[config.mk]
export PLATFORM = sky130hd
export DESIGN_NAME = noc_traffic_gen
export DESIGN_NICKNAME = d
export VERILOG_FILES = /design/src/rtl/noc_traffic_gen.sv
export SDC_FILE = /design/constraint.sdc
export NUM_CORES = 1
export LEC_CHECK = 0
export BUFFER_PORTS_ARGS = -buffer_cell sky130_fd_sc_hd__clkbuf_2
export CAP_MARGIN = 30
export CORE_AREA = 2 2 288 290
export CTS_CLUSTER_DIAMETER = 50
export DETAILED_ROUTE_END_ITERATION = 16
export DIE_AREA = 0 0 290 292
export GPL_TIMING_DRIVEN = 0
export SLEW_MARGIN = 10
export SYNTH_ARGS = -nofsm -noshare
export SYNTH_HDL_FRONTEND = slang
export SYNTH_SLANG_ARGS = --single-unit
[constraint.sdc]
create_clock -name clk -period 5.57 [get_ports clk]
set_input_delay 0.8355 -clock clk [delete_from_list [all_inputs] [get_ports clk]]
set_output_delay 0.8355 -clock clk [all_outputs]
set_load 0.1 [all_outputs]
[src/rtl/noc_traffic_gen.sv]
// noc_traffic_gen: per-node traffic generator and receive monitor for the mesh NoC.
// It sits on a PE port in place of a processing element. It drives the PE write
// interface with fixed, sweep, LFSR-random or QoS-cycling traffic, and it counts
// transmitted, received and stalled cycles.
// Optional build macro NOC_TG_LATENCY_EN: stamps a 24-bit cycle count into
// wdata[55:32] and tracks max/sum receive latency on the extra lat_* ports.

package noc_tg_pkg;
    typedef enum logic [1:0] {
        QOS_LOW    = 2'd0,
        QOS_NORMAL = 2'd1,
        QOS_HIGH   = 2'd2,
        QOS_URGENT = 2'd3
    } qos_level_t;

    typedef enum logic [1:0] {
        MODE_FIXED     = 2'd0,
        MODE_SWEEP     = 2'd1,
        MODE_RANDOM    = 2'd2,
        MODE_QOS_CYCLE = 2'd3
    } tg_mode_t;
endpackage

module noc_traffic_gen
    import noc_tg_pkg::*;
#(
    parameter int MESH_X = 4,
    parameter int MESH_Y = 4,
    parameter int NODE_W = 8,
    parameter int DATA_W = 256,
    parameter int ADDR_W = 64
) (
    input  logic              clk,
    input  logic              rst,
    input  logic [NODE_W-1:0] self_id,
    input  logic              start,
    input  logic              stop,
    input  logic [1:0]        cfg_mode,
    input  logic [NODE_W-1:0] cfg_dst,
    input  logic [15:0]       cfg_count,
    input  logic [7:0]        cfg_gap,
    input  qos_level_t        cfg_qos,
    input  logic [15:0]       cfg_seed,
    output logic [ADDR_W-1:0] pe_addr,
    output logic [DATA_W-1:0] pe_wdata,
    output logic              pe_write,
    output logic              pe_read,
    output logic [2:0]        pe_size,
    output qos_level_t        pe_qos,
    input  logic              pe_ready,
    input  logic              pe_valid,
    input  logic [DATA_W-1:0] pe_rdata,
    output logic              busy,
    output logic              done,
    output logic              cfg_err,
    output logic [31:0]       tx_count,
    output logic [31:0]       rx_count,
    output logic [31:0]       stall_cycles
`ifdef NOC_TG_LATENCY_EN
    ,
    output logic [23:0]       lat_max,
    output logic [31:0]       lat_sum
`endif
);

    localparam int unsigned NUM_NODES = MESH_X * MESH_Y;

    typedef enum logic [1:0] {ST_IDLE, ST_REQ, ST_GAP, ST_DONE} state_t;

    state_t            state_q, state_d;
    tg_mode_t          mode_q;
    logic [NODE_W-1:0] dst_q;        // FIXED/QOS target, or current SWEEP position
    logic [15:0]       count_q;
    logic [7:0]        gap_cfg_q;
    logic [7:0]        gap_cnt_q;
    qos_level_t        qos_q;
    logic [15:0]       lfsr_q;
    logic [31:0]       seq_q;
    logic [31:0]       tx_q, rx_q, stall_q;
    logic              stop_pend_q;
    logic              cfg_err_q;

    logic              cfg_bad, start_ok, accept, last_pkt, stop_now;
    logic [NODE_W-1:0] cur_dst;
    logic              unused_rdata;

    function automatic logic [15:0] lfsr_next(input logic [15:0] l);
        // x^16 + x^14 + x^13 + x^11 + 1, Fibonacci form
        return {l[14:0], l[15] ^ l[13] ^ l[12] ^ l[10]};
    endfunction

    function automatic logic [NODE_W-1:0] sweep_first(input logic [NODE_W-1:0] self);
        return (self == '0) ? NODE_W'(1) : '0;
    endfunction

    function automatic logic [NODE_W-1:0] sweep_next(input logic [NODE_W-1:0] cur,
                                                     input logic [NODE_W-1:0] self);
        int unsigned n;
        n = 32'(cur) + 32'd1;
        if (n >= NUM_NODES) n = 0;
        if (n == 32'(self)) n = n + 32'd1;
        if (n >= NUM_NODES) n = 0;
        return NODE_W'(n);
    endfunction

    function automatic logic [NODE_W-1:0] rand_dst(input logic [15:0] l,
                                                   input logic [NODE_W-1:0] self);
        int unsigned n;
        n = 32'(l) % NUM_NODES;
        if (n == 32'(self)) n = (n + 32'd1) % NUM_NODES;
        return NODE_W'(n);
    endfunction

    function automatic logic [31:0] sat_inc(input logic [31:0] v);
        return (v == '1) ? v : v + 32'd1;
    endfunction

    // Decode start validity, handshake and run-termination conditions
    always_comb begin
        cfg_bad  = ((cfg_mode == MODE_FIXED) || (cfg_mode == MODE_QOS_CYCLE)) &&
                   ((cfg_dst == self_id) || (32'(cfg_dst) >= NUM_NODES));
        start_ok = (state_q == ST_IDLE) && start && !stop && !cfg_bad;
        accept   = (state_q == ST_REQ) && pe_ready;
        last_pkt = (count_q != 16'd0) && (seq_q == {16'd0, count_q - 16'd1});
        stop_now = stop_pend_q || stop;
        cur_dst  = (mode_q == MODE_RANDOM) ? rand_dst(lfsr_q, self_id) : dst_q;
    end

    // State register; pe_write decodes from it, so rst drops pe_write asynchronously
    always_ff @(posedge clk or posedge rst) begin
        // NOTE: sequential state uses non-blocking (<=) so every flop samples pre-edge values.
        if (rst) state_q <= ST_IDLE;
        else     state_q <= state_d;
    end

    // Next-state logic
    always_comb begin
        // NOTE: default assignment first so no path leaves state_d unassigned (no latch).
        state_d = state_q;
        case (state_q)
            ST_IDLE: if (start_ok) state_d = ST_REQ;
            ST_REQ: begin
                if (accept) begin
                    if (last_pkt || stop_now)  state_d = ST_DONE;
                    else if (gap_cfg_q != '0)  state_d = ST_GAP;
                end
            end
            ST_GAP: begin
                if (stop_now)                state_d = ST_DONE;
                else if (gap_cnt_q <= 8'd1)  state_d = ST_REQ;
            end
            ST_DONE: state_d = ST_IDLE;
            default: state_d = ST_IDLE;
        endcase
    end

`ifdef NOC_TG_LATENCY_EN
    logic [23:0] cyc_q, ts_q, lat_max_q, lat;
    logic [31:0] lat_sum_q;
    logic [32:0] lat_sum_wide;

    // Receive latency from the timestamp echoed in the payload
    always_comb begin
        lat          = cyc_q - pe_rdata[55:32];
        lat_sum_wide = {1'b0, lat_sum_q} + 33'(lat);
    end

    // Free-running cycle counter, per-packet timestamp and latency statistics
    always_ff @(posedge clk or posedge rst) begin
        if (rst) begin
            cyc_q     <= '0;
            ts_q      <= '0;
            lat_max_q <= '0;
            lat_sum_q <= '0;
        end else begin
            cyc_q <= cyc_q + 24'd1;
            // stamp each packet with the cycle in which it is first presented
            if (state_d == ST_REQ && (state_q != ST_REQ || accept)) ts_q <= cyc_q + 24'd1;
            if (pe_valid) begin
                if (lat > lat_max_q) lat_max_q <= lat;
                lat_sum_q <= lat_sum_wide[32] ? '1 : lat_sum_wide[31:0];
            end
        end
    end

    assign unused_rdata = ^{pe_rdata[DATA_W-1:56], pe_rdata[31:0]};
`else
    assign unused_rdata = ^pe_rdata;
`endif

    // Run configuration, sequence/LFSR/sweep/QoS progression, pending stop and counters
    always_ff @(posedge clk or posedge rst) begin
        if (rst) begin
            mode_q      <= MODE_FIXED;
            dst_q       <= '0;
            count_q     <= '0;
            gap_cfg_q   <= '0;
            gap_cnt_q   <= '0;
            qos_q       <= QOS_NORMAL;
            lfsr_q      <= 16'h0001;
            seq_q       <= '0;
            stop_pend_q <= 1'b0;
            cfg_err_q   <= 1'b0;
            tx_q        <= '0;
            rx_q        <= '0;
            stall_q     <= '0;
        end else begin
            if (start_ok) begin
                mode_q    <= tg_mode_t'(cfg_mode);
                dst_q     <= (cfg_mode == MODE_SWEEP) ? sweep_first(self_id) : cfg_dst;
                count_q   <= cfg_count;
                gap_cfg_q <= cfg_gap;
                gap_cnt_q <= cfg_gap;
                qos_q     <= (cfg_mode == MODE_QOS_CYCLE) ? QOS_LOW : cfg_qos;
                lfsr_q    <= (cfg_seed == 16'd0) ? 16'h0001 : cfg_seed;
                seq_q     <= '0;
            end else if (accept) begin
                seq_q     <= seq_q + 32'd1;
                lfsr_q    <= lfsr_next(lfsr_q);
                gap_cnt_q <= gap_cfg_q;
                if (mode_q == MODE_SWEEP)     dst_q <= sweep_next(dst_q, self_id);
                if (mode_q == MODE_QOS_CYCLE) qos_q <= qos_level_t'(2'(qos_q + 2'd1));
            end else if (state_q == ST_GAP) begin
                gap_cnt_q <= gap_cnt_q - 8'd1;
            end

            // a stop only matters while a run is active
            if (state_q == ST_REQ || state_q == ST_GAP) stop_pend_q <= stop_pend_q | stop;
            else                                        stop_pend_q <= 1'b0;

            cfg_err_q <= (state_q == ST_IDLE) && start && !stop && cfg_bad;

            if (accept)                           tx_q    <= sat_inc(tx_q);
            if (pe_valid)                         rx_q    <= sat_inc(rx_q);
            if (state_q == ST_REQ && !pe_ready)   stall_q <= sat_inc(stall_q);
        end
    end

    // Output decode; address/payload are driven only while a request is up
    always_comb begin
        pe_write     = 1'b0;
        pe_read      = 1'b0;
        pe_size      = 3'b011;
        pe_qos       = qos_q;
        pe_addr      = '0;
        pe_wdata     = '0;
        busy         = (state_q != ST_IDLE);
        done         = (state_q == ST_DONE);
        cfg_err      = cfg_err_q;
        tx_count     = tx_q;
        rx_count     = rx_q;
        stall_cycles = stall_q;
`ifdef NOC_TG_LATENCY_EN
        lat_max      = lat_max_q;
        lat_sum      = lat_sum_q;
`endif
        if (state_q == ST_REQ) begin
            pe_write        = 1'b1;
            pe_addr[31:28]  = 4'(32'(cur_dst) % MESH_X);
            pe_addr[27:24]  = 4'(32'(cur_dst) / MESH_X);
            pe_wdata[63:56] = self_id[7:0];
            pe_wdata[31:0]  = seq_q;
`ifdef NOC_TG_LATENCY_EN
            pe_wdata[55:32] = ts_q;
`endif
        end
    end

endmodule

==> run summary, run 1 <==
The most frequent cell after synthesis is buf_4. The number of enable-type register cells in the synthesized netlist came out at 0. The number of warning messages in the yosys log came out at 0.

The number of standard cells in the layout, taps in and fillers out came out at 2964. The final-report max-slew violation count came out at 0. The number of cells on the worst reg-to-reg path is 11.

The biggest fanout along the worst timing path is 6. The relative slew slack came out at 44.6%. The maximum clock path buffer count is 2. In this run the critical register-to-register path is launched from state_q[1]$_DFFE_PP0P_.

The tightest min-delay check is of the in -> async type. The clock slew seen by the registers of the worst setup and hold paths came out at around 80 ps. For this run, the post-layout net count is approximately 2200. At the later pin of the worst-skew pair, clock insertion delay measures around 500 ps. The number of instances resized during post-cts repair came out at 0. The type of the worst setup path is reg -> out. The number of hold-repair buffers added at the cts stage came out at 0. The proportion of register bits with asynchronous set or reset after synthesis came out at 100%. The clock arrives with just under 10 ps of skew. The placer's final routability congestion estimate is just over 0.8. For this configuration, the core starts out at a cell density of 15.4%.

The data arrival time of the worst path came out at 3240 ps. The via count of the first global-routing pass was approximately 9600. The met2 capacity usage during global routing is about 14%. For this run, the top clock speed supported by timing is 0.245 GHz. The period utilization came out at 73.2%.

The number of CTS-inserted buffers came out at 17. met2 is the most crowded layer. The wire length per cell after detailed routing is roughly 13 µm. The number of hold violations in the final report was 0.

In this run the remaining antenna-violating nets after routing total 0. The power density over cell area came out at 401 nW/µm². The number of levels in the clock H-tree is 4. Summed over all layers, the global routing overflow is 0. The DRC violation count after routing came out at 0. In the post-synthesis netlist, the biggest area contributors are dfrtp_1 38%, buf_4 17%, xnor2_1 7.2%.

The data required time of the worst path is 4730 ps. The die area is approximately 85000 µm². The number of max-capacitance violations reported is 0. The filler cells instantiated in the layout total 9072. Pin placement for this block handled 748 I/O pins. The transition time of the tightest slew-check pin came out at about 830 ps. The wire length reported by the detailed router is roughly 39 mm. After synthesis, flip-flops and latches occupy 38.2% of the total area. The first global-routing pass estimated just under 60 mm of wire.

The total of buffers placed on input and output ports came out at 212. The proportion of layout cells with a drive suffix above 1 is between 20% and 30%. The first-pass iteration count of the detailed router came out at 4. The summed negative setup slack over all endpoints came out at 0 ps. The overall global routing resource usage is under 10%.

The internal reg-to-reg setup slack came out at 1920 ps. The worst register-to-register path ends at seq_q[24]$_DFFE_PP0P_. The number of placement rows is ~110. The area share of the largest cell type after synthesis is between 30% and 40%. VDD sags by at most around 0.26 mV. The number of distinct standard cells referenced by the synthesized netlist came out at 62. The count of vias placed by the detailed router is 10300. The delay of the slowest cell on the worst path came out at 700 ps.

The clock net in this run drives a total of roughly 190 sinks. The register bit total from synthesis came out at 192. Global routing used 4.73% of the available met3 tracks. In the global route stage, met1 resource usage came out at roughly a tenth.

After detailed placement, the total cell area comes to around 16000 µm². The TritonCTS clock tree is yes. The number of setup violations in the final report came out at 0. The synthesis-to-layout area growth came out at 33.1%. The time the worst path needs with I/O delays and setup came out at about 4100 ps. The run finished with clean final reports. Traced cell by cell, the critical path runs through inv_1 -> ha_1 -> clkbuf_1 -> a21boi_0 -> nand2_1 -> o21ai_0 -> clkbuf_2. The synthesized netlist occupies a cell area of between 10000 and 15000 µm². The kind of cell with the highest combined delay along the critical path is buffers and inverters.

The buffering stage count on the worst path with inverters included is 3. After floorplanning, the core was sized to cover around 80000 µm². The root buffer cell chosen for the clock tree is clkbuf_16. STA classifies the critical path endpoint as a primary output. The initial antenna violation count is 11. The iteration-0 DRC count of the detailed router came out at between 400 and 500. The average instance in the mapped netlist occupies roughly 9.3 µm². The half-perimeter wire length after detailed placement is between 30 and 40 mm.

The most area-hungry cell type in the Yosys netlist is dfrtp_1. The standby leakage power came out at 8.36 nW. The synthesized netlist cell count is approximately 1400.

After detailed routing, the number of vias per cell comes to 3.48. The total placed cells including tap cells came out at 2928. From bottom edge to top edge, the die measures 292 µm.

The nature of the critical path startpoint is a flop. The pin count of the biggest net entering global routing came out at 38. Setup repair after global routing left no endpoint under its margin. Among all flip-flop cells after synthesis, the most frequent one is dfrtp_1. Among all stages on the critical path, the largest delay is contributed by a21boi_0.

The post-CTS repair timing setup buffer count is 0. Counting instances in the post-synthesis netlist gives the leading cell types as 278 x buf_4, 190 x dfrtp_1, 104 x xnor2_1, 102 x nand2_1, 69 x nor2_1. The total non-filler cell area in the finished layout is around 17000 µm².

The x dimension of the die came out at between 200 and 300 µm.
final cells by class:
type | instances | area [µm²] | area share, %
inverters | 30 | 116 | 0.694
multi-input cells | 1090 | 6450 | 38.5
flip-flops and latches | 192 | 4810 | 28.7
diodes | 3 | 7.51 | 0.0448
repair buffers | 224 | 1210 | 7.23
plain buffers | 324 | 2270 | 13.5
clock buffers | 17 | 425 | 2.54
clock inverters | 14 | 135 | 0.806
well taps | 1070 | 1340 | 7.99
metrics by stage:
stage	power [mW]	utilization, %	worst slack, ps	hold WS, ps
after floorplan	4.89	-	694	459
after CTS	6.80	20.5	1340	432
after detailed placement	5.54	19.8	1700	482
after global routing	7.13	20.5	1240	492
final	6.72	20.5	1490	450
after global placement	5.50	19.7	749	474
cell families after synthesis:
logic type	Yosys count	synth area share, %
buffers and inverters	354	18.9
AO/OA/AOI/OAI	120	6.27
adder cells (fa/ha/maj)	18	1.79
flip-flops	192	38.2
multiplexers	35	2.95
other	2	0.0596
XOR/XNOR	170	11.9
AND/OR/NAND/NOR	469	19.9
sequential cells by signal (all words and copies together) (netlist names), 2 cells and up:
| signal | cells |
|---|---|
| lfsr_q | 16 |
| gap_cfg_q | 8 |
| pe_qos | 2 |
| count_q | 16 |
| rx_count | 32 |
| state_q | 2 |
| dst_q | 8 |
| seq_q | 32 |
| mode_q | 2 |
| gap_cnt_q | 8 |
| stall_cycles | 32 |
| tx_count | 32 |
how the worst max path moves through the flow:
stage / from / end / slack (ps) / cells past startpoint
global placement: rst / seq_q[24]$_DFFE_PP0P_ / 750 / 2
detailed placement: state_q[1]$_DFFE_PP0P_ / stall_cycles[17]$_DFFE_PP0P_ / 1700 / 9
CTS: state_q[1]$_DFFE_PP0P_ / pe_wdata[30] / 1340 / 7
global route: state_q[1]$_DFFE_PP0P_ / pe_wdata[30] / 1240 / 7
floorplan: self_id[6] / pe_addr[25] / 690 / 5
finish: state_q[1]$_DFFE_PP0P_ / pe_addr[24] / 1490 / 7
where the power goes:
| part | internal [mW] | total, mW | leakage [nW] | switching (mW) |
|---|---|---|---|---|
| logic | 0.856 | 3.50 | 5.58 | 2.64 |
| clock network | 0.582 | 1.22 | 0.260 | 0.634 |
| registers | 1.68 | 2.01 | 2.52 | 0.322 |
| total | 3.12 | 6.72 | 8.36 | 3.60 |
cell usage in the layout (no fill, tap or decap), drive strengths merged, types with 18 or more instances in the layout:
master,instances
xor2,65
conb,278
clkbuf,272
buf,292
o21ai,54
mux2i,18
and2,50
and4,21
nor4,24
a21oi,21
nand2,102
and3,29
nand3,64
ha,18
xnor2,104
nor3,23
dfrtp,190
inv,32
nor2,69
nand4,36
per-layer routing:
metal	wire length [µm]	up-vias
met5	123	-
met4	778	20
met3	4270	58
met2	17200	351
met1	16300	4765
li1	-	5110
Note: power is estimated with default switching activity, not from simulation.
==> inputs of run 2 (changes only) <==
==> constraint.sdc (replaced) <==
create_clock -name clk -period 3.9 [get_ports clk]
set_input_delay 0.585 -clock clk [delete_from_list [all_inputs] [get_ports clk]]
set_output_delay 0.585 -clock clk [all_outputs]
set_load 0.1 [all_outputs]
==> run 2 against run 1 <==
Net effect: sequential cell count stayed put; die area unchanged; worst hold slack lost 250 ps; cell count about the same; register-to-register slack worse by 1400 ps; via count rose by 0.42%; clock power up 43%; global-route usage is essentially flat; routed wire length up 0.26%; clock skew about the same; total power increased by 43%.
==> run summary, run 2 (synthesis gave the netlist of run 1 again) <==
By instance count, the cell type seen most on the critical path is clkbuf_2. The clock slew seen by the registers of the worst setup and hold paths was 80 ps (about the same). The number of nets with antenna violations after routing is 0 (unchanged). The wire length reported by the detailed router came out at 38.7 mm (was 38.6 mm). The average via count per standard cell came out at 3.49 (was 3.48). The library cell contributing the largest single delay on the critical path is a21boi_1 (was a21boi_0). The iteration-0 DRC count of the detailed router was 384 (was 421).

The cell area after placement came out at 16200 µm² (unchanged). The delay of the slowest cell on the worst path is 510 ps (was 700 ps). The synthesis-to-layout area growth is 33.1% (about the same). The initial antenna violation count came to 11 (unchanged). The overall global routing resource usage came to 9.01% (was 9.00%). The number of placement rows came out at 105 (unchanged). The pin count of the biggest net entering global routing was 38 (unchanged). The placer's final routability congestion estimate is 0.822 (unchanged). The maximum clock path buffer count came out at 2 (unchanged). The leading cell type in the layout, fill and taps excluded is buf_4 (unchanged).

The time the worst path needs with I/O delays and setup is 3420 ps. The endpoint class of the critical path was a primary output (unchanged). The number of CTS-inserted buffers is 17 (unchanged). The data arrival time of the worst path came out at 2840 ps (was 3240 ps). The wire length per cell after detailed routing came out at 13.1 µm (was 13.0 µm).

The number of levels in the clock H-tree is 4 (unchanged). The total non-filler cell area in the finished layout is 16800 µm² (about the same). The sink count of the clock tree is 192 (unchanged).

The clock skew after layout came to 10.0 ps (was 9.68 ps). The layout net count came out at 2218 (was 2219). The total placed cells including tap cells came out at 2928 (unchanged).

The number of filler cells placed in the layout came out at 9068 (was 9072). The half-perimeter wire length after detailed placement is 31.6 mm (unchanged). The number of setup violations in the final report was 0 (unchanged).

The die height came out at 292 µm (unchanged). The post-CTS repair timing setup buffer count is 0 (unchanged). The biggest fanout along the worst timing path is 6 (unchanged). The master cell of the clock root buffer is clkbuf_16 (unchanged). The buffering stage count on the worst path with inverters included came out at 3 (unchanged). The power density over cell area is 573 nW/µm² (was 401 nW/µm²). The standard cell core area came out at 81600 µm² (unchanged). The period utilization is just under 90%.

The x dimension of the die is 290 µm (unchanged). The maximum frequency from static timing analysis is between 0.2 and 0.3 GHz. Setup repair after global routing missed its margin: no (unchanged).

The total global routing overflow came out at 0 (unchanged). The proportion of layout cells with a drive suffix above 1 is 29.9% (was 29.8%). The total of buffers placed on input and output ports is 212 (unchanged).

Commonest non-fill, non-tap cells in the layout: 280 x buf_4, 278 x conb_1, 216 x clkbuf_2, 190 x dfrtp_1, 104 x xnor2_1 (was 280 x buf_4, 278 x conb_1, 214 x clkbuf_2, 190 x dfrtp_1, 104 x xnor2_1). The DRC violation count after routing is 0 (unchanged). The type of the worst setup path is reg -> out (unchanged).

Result of the run: finished, final reports clean (unchanged). The TritonCTS clock tree is yes (unchanged). The number of max-capacitance violations reported came to 0 (unchanged).

The wire length of the first global-routing pass came to 58.0 mm (about the same). The worst min-delay path category was in -> async (unchanged). The transition time of the tightest slew-check pin came out at 839 ps (was 831 ps). The first-pass iteration count of the detailed router came out at 5 (was 4).

The clock insertion delay at the later pin of the skew report came to 500 ps (about the same). The core occupancy in the finished layout came out at 20.6% (was 20.5%). The number of hold violations in the final report came to 0 (unchanged). The standby leakage power came out at 8.36 nW (about the same). The worst slack after detailed placement is 25.8 ps (was 1700 ps). The via count of the first global-routing pass is 9629 (was 9609).

The worst setup margin was 477 ps (was 1490 ps). The number of standard cells in the layout, taps in and fillers out came out at 2963 (was 2964). The die area is 84700 µm² (unchanged).

The count of vias placed by the detailed router came out at 10300 (about the same). The relative slew slack was 44.0% (was 44.6%). The largest vdd supply drop came out at 0.376 mV (was 0.263 mV). The data required time of the worst path came to 3310 ps (was 4730 ps). The nature of the critical path startpoint is a flop (unchanged). The worst hold slack is 200 ps (was 450 ps).

The final-report max-slew violation count came out at 0 (unchanged). The initial core utilization is 15.4% (unchanged). The category of cells accounting for the largest share of critical-path delay is buffers and inverters (unchanged). The number of top-level design ports came out at 748 (unchanged).

Worst path cell trace: inv_1 -> ha_1 -> clkbuf_2 -> a21boi_1 -> nand2_1 -> o21ai_0 -> clkbuf_2 (was inv_1 -> ha_1 -> clkbuf_1 -> a21boi_0 -> nand2_1 -> o21ai_0 -> clkbuf_2).
==> run 2: repair_timing <==
| item | 4_1_cts | 5_1_grt |
|---|---|---|
| gates resized for setup | 3 | 2 |
| endpoints found under the setup margin | 12 | 4 |
| gates cloned | 0 | 0 |
| hold buffers | 0 | 0 |
==> run 2: power breakdown <==
part / switching, mW / total [mW] / internal [mW]
Combinational: 3.78 / 5.00 / 1.23
Sequential: 0.462 / 2.87 / 2.41
Clock: 0.904 / 1.74 / 0.832
Total: 5.14 / 9.61 / 4.46
==> run 2: routing by layer <==
metal	GRT usage [%]	share of wire, %	up-vias
met5	0	0.32	-
met4	3.23	2.0	20
met3	4.73	11	58
met2	13.9	44	381
met1	10.6	42	4781
li1	-	-	5107
==> run 2: area by class of cell <==
cell class              count  area [µm²]  share of cell area [%]
well taps                1070        1340                    7.99
multi-input cells        1090        6460                    38.5
diodes                      3        7.51                  0.0448
flip-flops and latches    192        4810                    28.7
plain buffers             324        2270                    13.5
clock inverters            14         135                   0.806
repair buffers            223        1210                    7.20
inverters                  30         116                   0.694
clock buffers              17         425                    2.54
==> run 2: worst paths after layout <==
check | to | slack [ps] | cells after the start | startpoint
max in group asynchronous | lfsr_q[0]$_DFFE_PP1P_ | 2490 | 5 | rst
hold reg to reg | stall_cycles[29]$_DFFE_PP0P_ | 500 | 1 | stall_cycles[29]$_DFFE_PP0P_
setup reg to reg | seq_q[24]$_DFFE_PP0P_ | 480 | 11 | state_q[1]$_DFFE_PP0P_
min in group clk | count_q[13]$_DFFE_PP0P_ | 310 | 3 | cfg_count[13]
hold / removal | rx_count[17]$_DFFE_PP0P_ | 200 | 2 | rst
setup / recovery | pe_addr[24] | 480 | 7 | state_q[1]$_DFFE_PP0P_
==> run 2: through the flow <==
| step | setup TNS [ps] | power, mW |
|---|---|---|
| 2_1_floorplan | -2450 | 6.98 |
| 3_3_place_gp | -116850 | 7.85 |
| 3_5_place_dp | 0 | 7.92 |
| 4_1_cts | 0 | 9.71 |
| 5_1_grt | 0 | 10.2 |
| 6_report | 0 | 9.61 |
==> run 2: worst reg2reg max path: stages (launching register included) <==
cell and delay, ps:
dfrtp_1 440, inv_1 140, ha_1 260, clkbuf_2 290, buf_6 190, nand2_1 420, or3_1 540, nor3_1 360
and2_1 300, nand4_1 140, xor2_1 160, nor2_1 50
